## config.mk

```make
export PLATFORM = sky130hd
export DESIGN_NAME = pc_gen
export DESIGN_NICKNAME = d
export VERILOG_FILES = /design/src/rtl/pc_gen.sv
export SDC_FILE = /design/constraint.sdc
export NUM_CORES = 1
export LEC_CHECK = 0
export BUFFER_PORTS_ARGS = -buffer_cell sky130_fd_sc_hd__buf_2
export CAP_MARGIN = 20
export CELL_PAD_IN_SITES_DETAIL_PLACEMENT = 1
export CELL_PAD_IN_SITES_GLOBAL_PLACEMENT = 1
export CORE_ASPECT_RATIO = 1.2
export CORE_UTILIZATION = 38
export DETAILED_ROUTE_END_ITERATION = 8
export GPL_TIMING_DRIVEN = 0
export MAX_ROUTING_LAYER = met4
export PLACE_DENSITY = 0.88
export SETUP_SLACK_MARGIN = 0.3
export SLEW_MARGIN = 15
export SYNTH_ARGS = -nofsm -noshare
export SYNTH_HDL_FRONTEND = slang
export SYNTH_SLANG_ARGS = --single-unit
export TNS_END_PERCENT = 30
```

## constraint.sdc

```tcl
create_clock -name CLK -period 4.95 [get_ports CLK]
set_input_delay 0.495 -clock CLK [delete_from_list [all_inputs] [get_ports CLK]]
set_output_delay 0.495 -clock CLK [all_outputs]
set_load 0.01 [all_outputs]
```

## src/rtl/pc_gen.sv

```systemverilog
// pc_gen: program counter generator with trap/return support and an
// optional return-address stack (RAS) enabled by the macro PC_GEN_RAS_EN.
//
// Next-PC priority (highest first): RESET, TRAP, ERET, JMP, RETPOP with a
// non-empty RAS, increment when not stalled, otherwise hold. Every redirect
// overrides STALL. PCINCOUT is the only combinational output.
//
// With PC_GEN_RAS_EN undefined there is no RAS storage: CALL and RETPOP are
// ignored, RASEMPTY reads 1 and RASFULL reads 0.
module pc_gen #(
    parameter int                DBITS    = 32,
    parameter int                INSTSIZE = 4,
    parameter logic [DBITS-1:0]  STARTPC  = 'h60,
    parameter logic [DBITS-1:0]  TRAPVEC  = 'h40,
    parameter int                RASDEPTH = 4
) (
    input  logic             CLK,
    input  logic             RESET,
    input  logic             STALL,
    input  logic             JMP,
    input  logic [DBITS-1:0] JMPTGT,
    input  logic             CALL,
    input  logic             RETPOP,
    input  logic             TRAP,
    input  logic             ERET,
    output logic [DBITS-1:0] PCOUT,
    output logic [DBITS-1:0] PCINCOUT,
    output logic [DBITS-1:0] EPCOUT,
    output logic             RASEMPTY,
    output logic             RASFULL
);

    logic [DBITS-1:0] pc_q;
    logic [DBITS-1:0] epc_q;
    logic [DBITS-1:0] pc_inc;
    logic [DBITS-1:0] pc_next;

    // Stack interface seen by the next-PC mux.
    logic             ras_pop;
    logic [DBITS-1:0] ras_top;
    logic             ras_empty;
    logic             ras_full;

    // Increment wraps naturally modulo 2^DBITS.
    assign pc_inc = pc_q + DBITS'(INSTSIZE);

`ifdef PC_GEN_RAS_EN
    localparam int PTRW = (RASDEPTH > 1) ? $clog2(RASDEPTH) : 1;
    localparam logic [PTRW-1:0] PTR_ONE   = PTRW'(1);
    localparam logic [PTRW:0]   CNT_DEPTH = (PTRW+1)'(RASDEPTH);

    logic [DBITS-1:0] ras_mem [RASDEPTH];
    logic [PTRW-1:0]  ras_ptr;   // next slot to write; top is ras_ptr-1
    logic [PTRW:0]    ras_cnt;   // live entries, saturates at RASDEPTH
    logic             ras_push;

    // A push rides on a call jump unless a trap/eret takes the cycle; a pop
    // needs an entry and yields to any higher-priority redirect, so the two
    // can never coincide (JMP masks the pop).
    assign ras_push  = CALL && JMP && !TRAP && !ERET;
    assign ras_pop   = RETPOP && !ras_empty && !TRAP && !ERET && !JMP;
    assign ras_top   = ras_mem[ras_ptr - PTR_ONE];
    assign ras_empty = (ras_cnt == '0);
    assign ras_full  = (ras_cnt == CNT_DEPTH);

    // Stack storage: circular, so a push when full overwrites the oldest.
    always_ff @(posedge CLK) begin
        if (ras_push) begin
            ras_mem[ras_ptr] <= pc_inc;
        end
    end

    // Stack pointer and occupancy count.
    always_ff @(posedge CLK) begin
        if (RESET) begin
            ras_ptr <= '0;
            ras_cnt <= '0;
        end else if (ras_push) begin
            ras_ptr <= ras_ptr + PTR_ONE;
            if (!ras_full) begin
                ras_cnt <= ras_cnt + 1'b1;
            end
        end else if (ras_pop) begin
            ras_ptr <= ras_ptr - PTR_ONE;
            ras_cnt <= ras_cnt - 1'b1;
        end
    end
`else
    logic unused_ras_inputs;

    assign unused_ras_inputs = &{1'b0, CALL, RETPOP};
    assign ras_pop   = 1'b0;
    assign ras_top   = '0;
    assign ras_empty = 1'b1;
    assign ras_full  = 1'b0;
`endif

    // Next-PC selection in priority order; reset is applied in the register.
    always_comb begin
        pc_next = pc_q;
        if (TRAP) begin
            pc_next = TRAPVEC;
        end else if (ERET) begin
            pc_next = epc_q;
        end else if (JMP) begin
            pc_next = JMPTGT;
        end else if (ras_pop) begin
            pc_next = ras_top;
        end else if (!STALL) begin
            pc_next = pc_inc;
        end
    end

    // PC and exception-PC registers; EPC captures the trapping PC.
    always_ff @(posedge CLK) begin
        if (RESET) begin
            pc_q  <= STARTPC;
            epc_q <= '0;
        end else begin
            pc_q <= pc_next;
            if (TRAP) begin
                epc_q <= pc_q;
            end
        end
    end

    assign PCOUT    = pc_q;
    assign PCINCOUT = pc_inc;
    assign EPCOUT   = epc_q;
    assign RASEMPTY = ras_empty;
    assign RASFULL  = ras_full;

endmodule

```

==> results.txt <==
Entering global routing, the biggest net connects 11 pins. In this run, CTS created clock tree buffers numbering 9. The filler cells instantiated in the layout total 1249.

The slew at the pin closest to its max-slew limit works out to 924 ps. Synthesis instantiated 60 different standard cells from the library. The synthesized area per cell is 7.88 sq um. The setup slack of the worst register-to-register path is 2620 ps, and the largest voltage drop on the vdd net is 0.157 mV.

Cell repeated most along the worst path: sky130_fd_sc_hd__buf_2. The run gives 1280 sq um as the sequential cell area. The required arrival time at the worst endpoint is 4450 ps, and the number of standard-cell rows in the floorplan is 39.

The max-cap violation count was 0; the via count of the routed design was 4452. Data on the critical path arrives at its endpoint at 2580 ps. The buffers plus inverters on the worst setup path is 2.

For this run, the slowest stage of the critical path takes 510 ps. The count of mapped cells out of synthesis came out at 486. Once the clock tree was built, the setup fixing pass inserted 0 buffers. The total area inside the core boundary comes to 9660 sq um. The via count of the first global-routing pass came out at 4621. The post-cts sizing count was 0. The multi-input combinational cell area is 2290 sq um.

Counting every net in the synthesized netlist gives 527. The final design area excluding fillers is 4890 sq um. By startpoint and endpoint, the worst setup path is classified as reg -> out.

After global routing the overflow that remains totals 0. Counting instances, the worst hold path has a depth of 3. The power density of the placed cells was 264 nW/um^2; the share of the cycle needed by the critical path after routing was 62.0%.

The setup-violating endpoint count in the final report came out at 0. The signal on the critical path passes through ha_1, nand3_1, or4_1, buf_2, or3_1, nand2_1, buf_2. The H-tree level count is 3. For this design, the slowest cell found on the critical path is sky130_fd_sc_hd__or4_1. STA classifies the critical path startpoint as a register.

In this run the horizontal extent of the chip is 93.6 um. In this run the most critical hold path is launched from JMPTGT[17]. The placed instances occupy a cell area of 4640 sq um. In this run the tool buffered the top-level ports with 131 buffer cells. In this run, synthesis produced a sequential element count of 64. Number of clock sinks: 64.

The initial utilization of the core area, before any placement, comes to 39.6%. In this run, synthesis inferred 0 flip-flops with an integrated enable. Hold repair after CTS inserted 0 buffers.

The run gives 11.2 mm as the sum of net half-perimeters after detailed placement. For the maximum achievable frequency, the log shows 0.326 GHz. Counting cells, the worst reg-to-reg path comes to 6. The startpoint of the most critical register-to-register path is PCOUT[2].

The worst hold path terminates at PCOUT[17]. Of all nets on the critical path, the largest fanout is 8. The final critical delay including setup and external delays is 3070 ps.

After routing, the total negative slack on setup checks comes to 0 ps. OpenSTA, run right after detailed placement, puts the worst setup slack at 2250 ps. The growth of design area from synthesis to finish came out at 27.7%. Of all flip-flops after synthesis, the portion carrying an async set or reset was 0%. The run finished with clean final reports.

Boundary pin count: 138. Before antenna repair, the detailed router went through 5 iterations. For the final weighted congestion in routability-driven placement, the log shows 0.902.

The path class of the lowest-slack min-delay path is in -> reg. The tree is rooted in a sky130_fd_sc_hd__clkbuf_16. In this run the vertical extent of the chip is 112 um.

Capturing point of the worst reg2reg path: PCOUT[20]. The run gives 0 as the number of endpoints with negative hold slack in the final report. TritonCTS built the clock tree. Sequential cells were found to cover 33.5% of the synthesized design area. In the post-synthesis netlist, the biggest area contributors are sky130_fd_sc_hd__dfxtp_1, sky130_fd_sc_hd__mux2i_1, sky130_fd_sc_hd__nor2_1, sky130_fd_sc_hd__xnor2_1, sky130_fd_sc_hd__a21oi_1. The worst setup path is captured at an output pin. Most used flip-flop cell after synthesis: sky130_fd_sc_hd__dfxtp_1.

Clock-pin slew was measured on the worst setup and hold paths at 50 ps. 0 antenna diodes ended up in the layout. The minimum setup slack in the final design is 1880 ps, and the leakage power of the design is 2.28 nW. The tightest slew margin relative to the limit was 38.4%; the average vias per placed instance was 5.92. The logs give 1.29 mW for the total power and 669 for the count of nets after finishing. The area of the mapped netlist was 3830 sq um.

The longest clock path from root to sink contains 2 buffers. For this run, design rule violations remaining after detail routing come to 0. The fraction of post-synthesis cell area in the top cell type by area came out at 33.5%.

In this run the remaining antenna-violating nets after routing total 0. First-pass GRT wire length: 23.9 mm. sky130_fd_sc_hd__dfxtp_1 takes more of the synthesized area than any other cell.

The die covers 10500 sq um. The violation count after the first detailed-route iteration was 273; the final count of pins violating max slew was 0. Among cell families on the critical path, the largest total delay comes from simple AND/OR/NAND/NOR gates. Setup repair after global routing left no endpoint under its margin.

For this run, the total global-route usage over all layers was measured as 30.8%. The final layout contains routed wiring with a total length of 15.3 mm. The initial antenna violation count was 0; the ratio of cells with drive above 1 in the final layout was 27.0%. Between clock sinks in the finished design, the worst skew comes to 6.45 ps. Dividing the detail-routed wire length by the instance count gives 20.3 um.

At the later pin of the worst-skew pair, clock insertion delay measures 330 ps. For the total number of yosys warnings, the log shows 0.
## state kept, by name (all words and copies together) (netlist names), named ones only
register	cells
EPCOUT	32
PCOUT	30
## report_power, final
part	leakage, nW	internal (mW)	switching [mW]
clock	0.126	0.339	0.224
sequential	0.519	0.528	0.0160
combinational	1.63	0.0670	0.115
total	2.28	0.934	0.356
## placed cells by master (no fill, tap or decap), types with 6 or more instances in the layout
master,count
sky130_fd_sc_hd__a21oi_1,32
sky130_fd_sc_hd__buf_2,143
sky130_fd_sc_hd__clkbuf_1,24
sky130_fd_sc_hd__clkbuf_16,9
sky130_fd_sc_hd__dfxtp_1,64
sky130_fd_sc_hd__inv_1,14
sky130_fd_sc_hd__mux2i_1,39
sky130_fd_sc_hd__nand2_1,36
sky130_fd_sc_hd__nand3_1,18
sky130_fd_sc_hd__nand4_1,10
sky130_fd_sc_hd__nor2_1,72
sky130_fd_sc_hd__nor3_1,7
sky130_fd_sc_hd__o21ai_0,20
sky130_fd_sc_hd__o221ai_1,6
sky130_fd_sc_hd__o22ai_1,6
sky130_fd_sc_hd__xnor2_1,19
sky130_fd_sc_hd__xor2_1,10
## worst max path at each step
stage                         start            to  slack (ps)  depth (start not counted)
final                      PCOUT[2]  PCINCOUT[16]        1880                          7
after global routing      PCOUT[20]  PCINCOUT[27]        1680                          8
after CTS                  PCOUT[2]  PCINCOUT[16]        1880                          7
after detailed placement   PCOUT[2]  PCINCOUT[28]        2250                          6
after global placement     PCOUT[2]  PCINCOUT[16]        2290                          7
after floorplan            PCOUT[2]  PCINCOUT[16]        2540                          6
## cell usage after synthesis, drive strengths merged, types with 3 or more instances
master	number
nand2b	3
xor2	10
or4	3
clkbuf	25
nor2	72
a211oi	5
nor4	6
o21ai	20
or3	3
a22oi	4
mux2i	39
dfxtp	64
nor3	8
and3	5
nor2b	3
a31oi	3
o22ai	6
buf	21
a222oi	4
o211ai	4
inv	14
xnor2	19
nand2	36
and2	3
o221ai	6
nand3	19
a21oi	32
nand4	11
nand3b	5
## routing by layer
| metal | global-route usage [%] | vias up | share of wire (%) | routed length [um] |
|---|---|---|---|---|
| li1 | - | 2003 | - | - |
| met1 | 34.3 | 2169 | 38 | 5870 |
| met2 | 51.3 | 220 | 50 | 7680 |
| met3 | 5.74 | 60 | 7.4 | 1130 |
| met4 | 16.8 | 0 | 4.0 | 619 |
| met5 | - | - | 0 | 0 |
## through the flow
step,hold slack [ps],util (%),cells
5_1_grt,452,50.6,752
3_5_place_dp,480,48.0,740
4_1_cts,451,50.6,752
2_1_floorplan,486,-,486
6_report,461,50.6,752
3_3_place_gp,473,48.0,740
## final cells by class
cell class | instances | area share (%)
Buffer | 46 | 4.17
Clock buffer | 10 | 4.89
Clock inverter | 2 | 0.205
Inverter | 14 | 1.08
Multi-Input combinational cell | 362 | 46.9
Sequential cell | 64 | 26.2
Tap cell | 123 | 3.15
Timing Repair Buffer | 131 | 13.4
## worst register-to-register path: stages, from the launching register on
cell	delay, ps
sky130_fd_sc_hd__dfxtp_1	500
sky130_fd_sc_hd__ha_1	340
sky130_fd_sc_hd__nand4_1	230
sky130_fd_sc_hd__nor4_4	470
sky130_fd_sc_hd__nand2_1	240
sky130_fd_sc_hd__o311a_1	340
sky130_fd_sc_hd__nor3_1	130
## kinds of logic after synthesis
group | count (synthesis) | synth area share (%)
xor+xnor | 29 | 6.64
fa+ha+maj | 1 | 0.327
simple gates | 184 | 24.0
compound gates | 107 | 18.4
buf+inv | 60 | 6.70
flops | 64 | 33.5
mux | 39 | 10.2
other cells | 2 | 0.196
Note: power is estimated with default switching activity, not from simulation.
